--- config.mk ---
export PLATFORM = sky130hd
export DESIGN_NAME = serial_add_ctrl
export DESIGN_NICKNAME = d
export VERILOG_FILES = /design/src/rtl/serial_add_ctrl.sv
export SDC_FILE = /design/constraint.sdc
export NUM_CORES = 1
export LEC_CHECK = 0
export ABC_AREA = 1
export CAP_MARGIN = 20
export CORE_ASPECT_RATIO = 2
export CORE_MARGIN = 8
export CORE_UTILIZATION = 54
export CTS_BUF_LIST = sky130_fd_sc_hd__clkbuf_8
export DETAILED_ROUTE_END_ITERATION = 8
export GPL_TIMING_DRIVEN = 0
export PLACE_DENSITY = 0.84
export SYNTH_ARGS = -nofsm -noshare
export SYNTH_HDL_FRONTEND = slang
export SYNTH_SLANG_ARGS = --single-unit
--- constraint.sdc ---
create_clock -name clk -period 1.7 [get_ports clk]
set_input_delay 0.34 -clock clk [delete_from_list [all_inputs] [get_ports clk]]
set_output_delay 0.34 -clock clk [all_outputs]
set_load 0.01 [all_outputs]
--- src/rtl/serial_add_ctrl.sv ---
// Bit-serial adder controller: streams operand bits LSB-first through an external
// 1-bit full-adder cell and assembles the WIDTH-bit sum plus final carry.
module serial_add_ctrl #(
    parameter int WIDTH = 8
) (
    input  logic             clk,
    input  logic             rst_n,
    input  logic             in_valid,
    output logic             in_ready,
    input  logic [WIDTH-1:0] in_a,
    input  logic [WIDTH-1:0] in_b,
    input  logic             in_cin,
    output logic             fa_a,
    output logic             fa_b,
    output logic             fa_ci,
    input  logic             fa_sum,
    input  logic             fa_co,
    output logic             out_valid,
    input  logic             out_ready,
    output logic [WIDTH-1:0] out_sum,
    output logic             out_cout
);

    // Counter keeps at least one bit so WIDTH=1 still has a legal register.
    localparam int CW = (WIDTH > 1) ? $clog2(WIDTH) : 1;

    typedef enum logic [1:0] {S_IDLE, S_RUN, S_DONE} state_e;

    state_e           state_q, state_d;
    logic [WIDTH-1:0] a_q, a_d;
    logic [WIDTH-1:0] b_q, b_d;
    logic [WIDTH-1:0] res_q, res_d;
    logic             carry_q, carry_d;
    logic [CW-1:0]    cnt_q, cnt_d;
    logic             last_bit;

    assign last_bit = (cnt_q == CW'(WIDTH - 1));

    always_ff @(posedge clk or negedge rst_n) begin
        if (!rst_n) begin
            state_q <= S_IDLE;
        end else begin
            state_q <= state_d;
        end
    end

    always_comb begin
        state_d = state_q;
        case (state_q)
            S_IDLE: if (in_valid) state_d = S_RUN;
            S_RUN:  if (last_bit) state_d = S_DONE;
            S_DONE: if (out_ready) state_d = S_IDLE;
            default: state_d = S_IDLE;
        endcase
    end

    always_comb begin
        a_d     = a_q;
        b_d     = b_q;
        res_d   = res_q;
        carry_d = carry_q;
        cnt_d   = cnt_q;
        case (state_q)
            S_IDLE: begin
                if (in_valid) begin
                    a_d     = in_a;
                    b_d     = in_b;
                    carry_d = in_cin;
                    cnt_d   = '0;
                    res_d   = '0;
                end
            end
            S_RUN: begin
                // Sum bits arrive LSB-first, so they enter at the top and drift down.
                res_d   = (res_q >> 1) | (WIDTH'(fa_sum) << (WIDTH - 1));
                carry_d = fa_co;
                a_d     = a_q >> 1;
                b_d     = b_q >> 1;
                cnt_d   = cnt_q + CW'(1);
            end
            default: ;
        endcase
    end

    always_ff @(posedge clk or negedge rst_n) begin
        if (!rst_n) begin
            a_q     <= '0;
            b_q     <= '0;
            res_q   <= '0;
            carry_q <= 1'b0;
            cnt_q   <= '0;
        end else begin
            a_q     <= a_d;
            b_q     <= b_d;
            res_q   <= res_d;
            carry_q <= carry_d;
            cnt_q   <= cnt_d;
        end
    end

    always_comb begin
        in_ready  = (state_q == S_IDLE);
        out_valid = (state_q == S_DONE);
        fa_a      = (state_q == S_RUN) & a_q[0];
        fa_b      = (state_q == S_RUN) & b_q[0];
        fa_ci     = (state_q == S_RUN) & carry_q;
        out_sum   = res_q;
        out_cout  = carry_q;
    end

endmodule

# Word level (Yosys, flattened, before mapping)
# Cells that the tools add are included.
[op_classes]
n_reduce_logical = 4
add_sub_neg = 1
n_eq_ne = 6
mux = 14
bitwise = 4
[ops]
columns = ["cell", "count"]
rows = [
  ["case mux 8 bit (2 select lines)", 3],
  ["2-to-1 mux 8 bit", 3],
  ["bitwise OR 7 x 8 -> 8 bit", 1],
  ["2-to-1 mux 2 bit", 3],
  ["case mux 2 bit (3 select lines)", 1],
  ["case mux 3 bit (2 select lines)", 1],
  ["!= test 2 bit (second input constant)", 2],
  ["adder 3 x 1 -> 3 bit (second input constant)", 1],
  ["AND 1 bit", 3],
  ["== test 3 bit (second input constant)", 1],
  ["2-to-1 mux 3 bit", 1],
  ["AND reduction 3 bit", 1],
  ["== test 2 x 1 -> 1 bit (second input constant)", 1],
  ["== test 2 bit (second input constant)", 1],
  ["zero test 2 bit", 1],
  ["!= test 2 x 1 -> 1 bit (second input constant)", 1],
  ["case mux 1 bit (2 select lines)", 1],
  ["AND reduction 2 bit", 1],
  ["nonzero test 2 bit", 1],
  ["2-to-1 mux 1 bit", 1],
]
[totals]
input_bits = 23
regBits = 30

# Logic depth before layout (Yosys ltp)
# Gate-level depths: netlist of run 1.
[logic_depth]
depth_word = 3
depth_mapped = 7
ltp_nobuf = 6

# Least setup slack after synthesis of run 1
# Ideal clock, no wire load.
[synth_path]
path_kind = "reg-to-output"
from = "reg state_q[1]"
to = "out fa_a"
path_stages_with_launch = 5
t_arrival_ns = 0.908
t_required_ns = 1.360
slack_ns = 0.452
cell_sequence = "dfrtp_1 inv_2 nand2_4 buf_2 nor2_1"
[synth_between]
elab_chain_len = 2
[synth_rtl]
columns = ["element", "line_no", "rtl"]
rows = [
  ["start, declared", "29", "state_e state_q, state_d;"],
  ["start signal, assigned", "43", "state_q <= state_d;"],
  ["== test 2 x 1 -> 1 bit", "104", "fa_a = (state_q == S_RUN) & a_q[0];"],
  ["AND 1 bit", "104", ""],
  ["end, declared", "13", "output logic fa_a,"],
]
# No other way between the ends.

# Final worst setup path of run 1
[layout_path]
from = "reg state_q[1]"
to = "out fa_ci"
[layout_between]
elab_chain_len = 2
[layout_rtl]
columns = ["element", "line_no", "rtl"]
rows = [
  ["== test 2 x 1 -> 1 bit", "106", "fa_ci = (state_q == S_RUN) & carry_q;"],
  ["AND 1 bit", "106", ""],
  ["end, declared", "15", "output logic fa_ci,"],
]
# No other way between the ends.

==> impl_metrics.env, run 1 <==
export IMPL_grt_pass1_vias=1358
export IMPL_startpoint_type="flip-flop"
export IMPL_first_pass_iters=4
export IMPL_rr_startpoint="state_q[1]"
export IMPL_io_pins=37
export IMPL_clockRootBuffer="clkbuf_8"
export IMPL_crit_end="fa_ci"
export IMPL_cp_arrival_ns=1.29
export IMPL_grt_pass1_wl_um=5810
export IMPL_cp_startpoint="state_q[1]"
export IMPL_layout_drive_gt1_share=0.0947
export IMPL_viasPerCell=4.67
export IMPL_die_area_mm2=0.00474
export IMPL_ys_seq_area_frac=0.512
export IMPL_clockBufferDepth=2
export IMPL_swShare=0.388
export IMPL_gp_congestion=0.802
export IMPL_syn_cell_area_mm2=0.00147
export IMPL_cts_tree="built"
export IMPL_grt_usage=0.152
export IMPL_powerDensity_mw_per_mm2=1650
export IMPL_avgRoutedWirePerCell_um=12.3
export IMPL_cts_buffers=5
export IMPL_synth_distinct_cells=15
export IMPL_place_inst=264
export IMPL_yosys_warnings=0
export IMPL_setup_slack_ns=0.0708
export IMPL_min_period_ns=1.63
export IMPL_drc=0
export IMPL_path_clk_slew_ns=0.06
export IMPL_max_freq_mhz=614
export IMPL_dp_slack_ns=-0.106
export IMPL_hold_slack_ns=0.417
export IMPL_clk_latency_ns=0.28
export IMPL_p_int_w=0.00201
export IMPL_tightest_slew_ns=0.560
export IMPL_p_clk_frac=0.179
export IMPL_synth_nets=223
export IMPL_ys_seq_elements=30
export IMPL_hpwl_um=2440
export IMPL_slew_violations=0
export IMPL_postRouteAntennaNets=0
export IMPL_numClockSinks=30
export IMPL_slew_headroom=0.625
export IMPL_p_seq_frac=0.373
export IMPL_start_util=0.550
export IMPL_syn_inst=198
export IMPL_nFillCells=224
export IMPL_avgSynthCellArea_um2=7.41
export IMPL_antenna_found_initial=0
export IMPL_num_rows=27
export IMPL_rsz0062_at_grt="no"
export IMPL_hold_path_class="primary input to asynchronous set/reset pin"
export IMPL_final_nets=267
export IMPL_hold_viol=0
export IMPL_port_buffers=36
export IMPL_cts_hold_buffers=0
export IMPL_p_sw_w=0.00127
export IMPL_grt_overflow=0
export IMPL_stdcell_count=272
export IMPL_comb_power_share=0.448
export IMPL_maxCapViolCount=0
export IMPL_setup_viol=0
export IMPL_die_x_um=52.9
export IMPL_regToRegSetupSlack_ns=0.34
export IMPL_power_leakage_nw=1.13
export IMPL_route_vias_total=1271
export IMPL_num_antenna_cells=0
export IMPL_crit_fanout=19
export IMPL_critPathKind="flip-flop to output pin"
export IMPL_grt_max_degree=22
export IMPL_core_mm2=0.00267
export IMPL_timing_rr_end="a_q[2]"
export IMPL_irDropWorstVdd_v=0.00127
export IMPL_r2r_cells=7
export IMPL_synthToLayoutAreaGrowth_pct=35.8
export IMPL_routed_wl_um=3340
export IMPL_dr_first_iter_drc_count=44
export IMPL_die_h_um=89.7
export IMPL_required_ns=1.36
export IMPL_fin_crit_sh=0.958
export IMPL_status="finished, final reports clean"
export IMPL_crit_path_end_kind="output pin"
export IMPL_cts_max_level=2
export IMPL_skew_ns=0.00470
export IMPL_fin_util=0.747
-- synthesized netlist by cell type --
| master | number | area [µm²] |
|---|---|---|
| inv_2 | 1 | 3.75 |
| nand2_1 | 91 | 342 |
| inv_1 | 34 | 128 |
| nand3_1 | 18 | 90.1 |
| nor2_1 | 7 | 26.3 |
| buf_6 | 2 | 22.5 |
| clkbuf_1 | 1 | 3.75 |
| dfrtp_1 | 30 | 751 |
| ha_1 | 2 | 25.0 |
| inv_4 | 1 | 6.26 |
| o31ai_1 | 1 | 7.51 |
| buf_2 | 4 | 20.0 |
| o21ai_0 | 2 | 10.0 |
| a21oi_1 | 2 | 10.0 |
| nand2_4 | 2 | 22.5 |
-- cells in the final DEF, fill, tap and decap left out --
cell type	instances
clkinv_2	1
clkbuf_2	2
o21ai_0	2
nand3_1	18
buf_6	2
clkdlybuf4s50_1	31
inv_1	35
nor2_1	6
nand2_4	1
dfrtp_2	1
dfrtp_1	29
clkbuf_4	2
buf_2	2
ha_1	2
nor2_2	1
a21oi_1	2
clkdlybuf4s15_1	2
buf_4	1
inv_2	1
inv_4	1
nand2_1	91
clkbuf_8	6
o31ai_1	1
nand2_8	1
buf_16	1
dlygate4sd2_1	1
-- worst min path at each step --
stage | startpoint | slack (ns) | to | depth (start not counted)
finish | rst_n | 0.42 | out_sum[2] | 1
global route | rst_n | 0.45 | out_sum[2] | 1
CTS | rst_n | 0.42 | out_sum[1] | 1
detailed placement | b_q[4] | 0.47 | b_q[4] | 2
global placement | out_sum[0] | 0.46 | out_sum[0] | 2
floorplan | rst_n | 0.04 | a_q[0] | 0
-- cells by family after synthesis --
logic type	count (synthesis)	share of synthesized area
adders and majority gates	2	0.0170
buffers and inverters	43	0.125
AOI/OAI and AO/OA	5	0.0188
DFF	30	0.512
and+or+nand+nor	118	0.327
-- layout make-up --
| type | instances | area (µm²) | area share |
|---|---|---|---|
| tap | 29 | 36.3 | 0.0182 |
| buffer | 6 | 47.5 | 0.0239 |
| multi-input combinational | 125 | 544 | 0.273 |
| clock inverter | 2 | 8.76 | 0.00439 |
| sequential | 30 | 752 | 0.377 |
| clock buffer | 6 | 82.6 | 0.0414 |
| timing repair buffer | 38 | 384 | 0.193 |
| inverter | 36 | 138 | 0.0691 |
-- routing by layer --
metal | track usage | vias up | wire length [µm]
li1 | - | 666 | -
met1 | 0.175 | 565 | 1410
met2 | 0.244 | 34 | 1680
met3 | 0.0446 | 6 | 188
met4 | 0.0652 | 0 | 62
met5 | 0 | - | 0
-- sequential cells by signal, indices dropped and copies added (netlist names) --
name      count
a_q           8
b_q           8
cnt_q         3
out_cout      1
out_sum       8
state_q       2
-- stage by stage --
stage          TNS (ns)  instance area, µm²  total power, W
3_5_place_dp     -0.323                1890         0.00273
4_1_cts               0                2000         0.00331
6_report              0                1990         0.00329
2_1_floorplan         0                1470         0.00211
3_3_place_gp      -5.79                1860         0.00264
5_1_grt               0                1990         0.00357
-- power by group through the flow --
stage          registers (W)  logic, W  clock network [W]
2_1_floorplan        0.00123  0.000881                  0
3_3_place_gp         0.00121   0.00143                  0
3_5_place_dp         0.00123   0.00150                  0
4_1_cts              0.00123   0.00148           0.000596
5_1_grt              0.00126   0.00168           0.000629
6_report             0.00123   0.00147           0.000587
-- critical path: stages, from the launching register on --
cell and delay, ns:
dfrtp_1 0.41, inv_2 0.12, nand2_8 0.11, nor2_1 0.09, dlygate4sd2_1 0.27
-- timing repair --
| item | 4_1_cts | 5_1_grt |
|---|---|---|
| buffers inserted | 1 | 0 |
| setup endpoints to repair | 5 | 4 |
| gates resized for setup | 11 | 6 |
(Power assumes the default switching activity.)
==> run 2, diff against run 1 <==
--- a/config.mk
+++ b/config.mk
@@ -7,13 +7,14 @@
 export LEC_CHECK = 0
 export ABC_AREA = 1
 export CAP_MARGIN = 20
-export CORE_ASPECT_RATIO = 2
 export CORE_MARGIN = 8
-export CORE_UTILIZATION = 54
+export CORE_UTILIZATION = 60
 export CTS_BUF_LIST = sky130_fd_sc_hd__clkbuf_8
 export DETAILED_ROUTE_END_ITERATION = 8
+export DONT_BUFFER_PORTS = 1
 export GPL_TIMING_DRIVEN = 0
-export PLACE_DENSITY = 0.84
+export MAX_ROUTING_LAYER = met4
+export PLACE_DENSITY = 0.73
 export SYNTH_ARGS = -nofsm -noshare
 export SYNTH_HDL_FRONTEND = slang
 export SYNTH_SLANG_ARGS = --single-unit
==> impl_metrics.env, run 2 (synthesized netlist as in run 1, its figures left out) <==
export IMPL_status="finished, final reports clean"
export IMPL_clockRootBuffer="clkbuf_8"
export IMPL_postRouteAntennaNets=0
export IMPL_cts_max_level=2
export IMPL_tightest_slew_ns=0.404
export IMPL_cts_buffers=5
export IMPL_io_pins=37
export IMPL_hpwl_um=2140
export IMPL_startpoint_type="flip-flop"
export IMPL_p_seq_frac=0.431
export IMPL_max_freq_mhz=637
export IMPL_setup_viol=0
export IMPL_final_nets=231
export IMPL_clk_latency_ns=0.28
export IMPL_ff_latch_area_um2=751
export IMPL_grt_pass1_vias=1153
export IMPL_nFillCells=212
export IMPL_rsz0062_at_grt="no"
export IMPL_critPathKind="flip-flop to output pin"
export IMPL_crit_fanout=10
export IMPL_dr_first_iter_drc_count=79
export IMPL_synthToLayoutAreaGrowth_pct=11.3
export IMPL_grt_usage=0.157
export IMPL_skew_ns=0.00748
export IMPL_die_area_mm2=0.00429
export IMPL_grt_max_degree=31
export IMPL_numClockSinks=30
export IMPL_drc=0
export IMPL_rr_startpoint="state_q[1]"
export IMPL_multiInputGateArea_um2=546
export IMPL_p_clk_frac=0.194
export IMPL_routed_wl_um=3030
export IMPL_cp_startpoint="state_q[0]"
export IMPL_dp_slack_ns=0.298
export IMPL_grt_overflow=0
export IMPL_path_clk_slew_ns=0.06
export IMPL_required_ns=1.36
export IMPL_antenna_found_initial=0
export IMPL_maxCapViolCount=0
export IMPL_placed_area_mm2=0.00151
export IMPL_hold_viol=0
export IMPL_finalSetupTns_ns=0
export IMPL_crit_path_end_kind="output pin"
export IMPL_layout_commonest_cell="nand2_1"
export IMPL_slew_headroom=0.730
export IMPL_clockBufferDepth=2
export IMPL_port_buffers=0
export IMPL_start_util=0.615
export IMPL_num_rows=18
export IMPL_cts_tree="built"
export IMPL_power_w=0.00297
export IMPL_slew_violations=0
export IMPL_first_pass_iters=4
export IMPL_hold_path_class="primary input to flip-flop"
export IMPL_power_leakage_nw=0.975
export IMPL_post_cts_setup_buffers=0
export IMPL_layout_drive_gt1_share=0.0966
export IMPL_swShare=0.410
export IMPL_avgRoutedWirePerCell_um=12.8
export IMPL_viasPerCell=4.99
export IMPL_cp_arrival_ns=1.23
export IMPL_die_x_um=65.5
export IMPL_comb_power_share=0.376
export IMPL_route_vias_total=1182
export IMPL_setup_slack_ns=0.130
export IMPL_core_mm2=0.00239
export IMPL_num_antenna_cells=0
export IMPL_p_int_w=0.00175
export IMPL_final_area_mm2=0.00163
export IMPL_hp_start="out_ready"
export IMPL_min_period_ns=1.57
export IMPL_irDropWorstVdd_v=0.00109
export IMPL_p_sw_w=0.00122
export IMPL_grt_pass1_wl_um=5060
export IMPL_fin_crit_sh=0.924
export IMPL_final_cell_mix="nand2_1, inv_1, dfrtp_1"
export IMPL_die_h_um=65.5
export IMPL_hold_slack_ns=0.162
export IMPL_powerDensity_mw_per_mm2=1820
export IMPL_gp_congestion=0.749
-- run 2: what timing repair did --
action                                 in CTS  in global routing
gates resized for setup                     1                  3
endpoints found under the hold margin      30                  0
setup endpoints to repair                   1                  3
hold buffers                                2                  0
-- run 2: area by class of cell --
class	count	area share
clock buffer	6	0.0505
multi-input combinational	125	0.334
timing repair buffer	2	0.0184
tap	30	0.0230
buffer	6	0.0253
clock inverter	2	0.00536
inverter	36	0.0842
sequential	30	0.459
-- run 2: per-stage QoR --
step	std cells	util
after detailed placement	228	0.631
after global placement	228	0.631
after CTS	238	0.682
after global routing	237	0.684
after floorplan	198	-
final	237	0.684
-- run 2: worst max-delay path: stages, from the launching register on --
cell and delay (ns):
dfrtp_1 0.43, buf_2 0.21, nor2_1 0.31
-- run 2: power groups by stage --
stage | combinational (W) | sequential (W) | clock (W)
2_1_floorplan | 0.000881 | 0.00123 | 0
3_3_place_gp | 0.00103 | 0.00128 | 0
3_5_place_dp | 0.00108 | 0.00129 | 0
4_1_cts | 0.00111 | 0.00129 | 0.000589
5_1_grt | 0.00130 | 0.00132 | 0.000620
6_report | 0.00112 | 0.00128 | 0.000575
-- run 2: path summary, 6_finish.rpt --
check / end / slack, ns / depth (start not counted)
worst max-delay path: in_ready / 0.13 / 2
worst min-delay path: state_q[1] / 0.16 / 1
worst max register to register: b_q[2] / 0.36 / 6
worst min register to register: cnt_q[2] / 0.48 / 2
max in group asynchronous: cnt_q[2] / 1.03 / 2
min in group asynchronous: a_q[3] / 0.51 / 2
-- run 2: routing by layer --
metal  global-route usage  routed length [µm]  vias up
met5                    -                   0        -
met4               0.0654                  49        0
met3               0.0680                 247        6
met2                0.242                1360       36
met1                0.174                1370      543
li1                     -                   -      597
==> run 3, diff against run 2 <==
--- a/config.mk
+++ b/config.mk
@@ -7,14 +7,14 @@
 export LEC_CHECK = 0
 export ABC_AREA = 1
 export CAP_MARGIN = 20
+export CORE_ASPECT_RATIO = 2
 export CORE_MARGIN = 8
-export CORE_UTILIZATION = 60
+export CORE_UTILIZATION = 54
 export CTS_BUF_LIST = sky130_fd_sc_hd__clkbuf_8
 export DETAILED_ROUTE_END_ITERATION = 8
-export DONT_BUFFER_PORTS = 1
 export GPL_TIMING_DRIVEN = 0
 export MAX_ROUTING_LAYER = met4
-export PLACE_DENSITY = 0.73
+export PLACE_DENSITY = 0.84
 export SYNTH_ARGS = -nofsm -noshare
 export SYNTH_HDL_FRONTEND = slang
 export SYNTH_SLANG_ARGS = --single-unit
==> impl_metrics.env, run 3 (synthesized netlist as in run 1, its figures left out) <==
export IMPL_antenna_found_initial=0
export IMPL_skew_ns=0.00613
export IMPL_grt_pass1_wl_um=5810
export IMPL_required_ns=1.36
export IMPL_min_period_ns=1.63
export IMPL_gr_usage_met3=0.0446
export IMPL_core_mm2=0.00267
export IMPL_dr_first_iter_drc_count=44
export IMPL_die_h_um=89.7
export IMPL_die_area_mm2=0.00474
export IMPL_p_sw_w=0.00127
export IMPL_startpoint_type="flip-flop"
export IMPL_max_freq_mhz=614
export IMPL_slew_headroom=0.625
export IMPL_grt_max_degree=22
export IMPL_cts_buffers=5
export IMPL_met1_usage=0.175
export IMPL_final_cell_mix="nand2_1, inv_1, clkdlybuf4s50_1"
export IMPL_status="finished, final reports clean"
export IMPL_route_vias_total=1278
export IMPL_path_clk_slew_ns=0.06
export IMPL_port_buffers=36
export IMPL_p_clk_frac=0.179
export IMPL_slew_violations=0
export IMPL_cp_arrival_ns=1.29
export IMPL_cts_max_level=2
export IMPL_synthToLayoutAreaGrowth_pct=35.8
export IMPL_nFillCells=224
export IMPL_irDropWorstVdd_v=0.00127
export IMPL_drc=0
export IMPL_hpwl_um=2440
export IMPL_routed_wl_um=3340
export IMPL_hold_slack_ns=0.417
export IMPL_grt_pass1_vias=1358
export IMPL_layout_commonest_cell="nand2_1"
export IMPL_die_x_um=52.9
export IMPL_cts_tree="built"
export IMPL_crit_fanout=19
export IMPL_placed_area_mm2=0.00189
export IMPL_grt_use_met2=0.244
export IMPL_clockRootBuffer="clkbuf_8"
export IMPL_setup_slack_ns=0.0713
export IMPL_ff_latch_area_um2=752
export IMPL_maxCapViolCount=0
export IMPL_first_pass_iters=4
export IMPL_cts_hold_buffers=0
export IMPL_multiInputGateArea_um2=544
export IMPL_final_area_mm2=0.00199
export IMPL_rsz0062_at_grt="no"
export IMPL_fin_crit_sh=0.958
export IMPL_p_seq_frac=0.373
export IMPL_avgRoutedWirePerCell_um=12.3
export IMPL_dp_slack_ns=-0.106
export IMPL_io_pins=37
export IMPL_crit_path_end_kind="output pin"
export IMPL_grt_overflow=0
export IMPL_num_antenna_cells=0
export IMPL_powerDensity_mw_per_mm2=1650
export IMPL_swShare=0.388
export IMPL_start_util=0.550
export IMPL_critPathKind="flip-flop to output pin"
export IMPL_num_rows=27
export IMPL_numClockSinks=30
export IMPL_gp_congestion=0.814
export IMPL_layout_drive_gt1_share=0.0947
export IMPL_grt_usage=0.156
export IMPL_setup_viol=0
export IMPL_p_int_w=0.00201
export IMPL_hold_path_class="primary input to asynchronous set/reset pin"
export IMPL_clk_latency_ns=0.28
export IMPL_hold_viol=0
export IMPL_busiest_layer="met2"
export IMPL_viasPerCell=4.70
export IMPL_clockBufferDepth=2
export IMPL_comb_power_share=0.448
export IMPL_finalSetupTns_ns=0
export IMPL_final_nets=267
export IMPL_tightest_slew_ns=0.560
export IMPL_power_leakage_nw=1.13
export IMPL_postRouteAntennaNets=0
==> run 3: cell types whose count changed in the layout (fill, tap and decap cells not counted), sizes merged <==
cell | previous run | this run
clkdlybuf4s50 | 0 | 31
dlygate4sd3 | 1 | 0
clkdlybuf4s15 | 0 | 2
dlygate4sd2 | 0 | 1
clkbuf | 7 | 10
==> run 3: routing by layer <==
metal  vias up  part of all wire
met1       567              0.42
met2        39              0.50
met4         0             0.015
met5         -                 0
met3         6             0.061
li1        666                 -
==> run 3: layout make-up <==
cell class | count | area share
Clock inverter | 2 | 0.00439
Buffer | 6 | 0.0239
Timing Repair Buffer | 38 | 0.193
Inverter | 36 | 0.0691
Clock buffer | 6 | 0.0414
Sequential cell | 30 | 0.377
Tap cell | 29 | 0.0182
Multi-Input combinational cell | 125 | 0.273
==> run 3: path summary, 6_finish.rpt <==
kind / startpoint / endpoint / slack, ns / cells after the start
max in group asynchronous: rst_n / state_q[0] / 0.78 / 2
max reg2reg: state_q[1] / a_q[2] / 0.34 / 7
min reg2reg: cnt_q[1] / cnt_q[1] / 0.48 / 2
min: rst_n / out_sum[2] / 0.42 / 1
min in group clk: cnt_q[1] / cnt_q[1] / 0.48 / 2
max: state_q[1] / fa_ci / 0.07 / 4
==> run 3: stage by stage <==
stage | instances | total power (W) | util
5_1_grt | 272 | 0.00357 | 0.747
6_report | 272 | 0.00329 | 0.747
4_1_cts | 272 | 0.00331 | 0.748
2_1_floorplan | 198 | 0.00211 | -
3_3_place_gp | 263 | 0.00264 | 0.699
3_5_place_dp | 264 | 0.00273 | 0.709
==> run 3: worst max-delay path, cell delays in order (launching register included) <==
cell	delay, ns
dfrtp_1	0.41
inv_2	0.12
nand2_8	0.11
nor2_1	0.09
dlygate4sd2_1	0.27
==> run 3: what timing repair did <==
| action | CTS | global route |
|---|---|---|
| hold endpoints to repair | 0 | 0 |
| endpoints found under the setup margin | 5 | 4 |
| resized for setup | 11 | 6 |
| buffers inserted | 1 | 0 |
==> run 3: power by group through the flow <==
stage	sequential [W]	clock [W]	combinational, W
after floorplan	0.00123	0	0.000881
after global placement	0.00121	0	0.00143
after detailed placement	0.00123	0	0.00150
after CTS	0.00123	0.000596	0.00148
after global routing	0.00126	0.000629	0.00168
final	0.00123	0.000588	0.00147
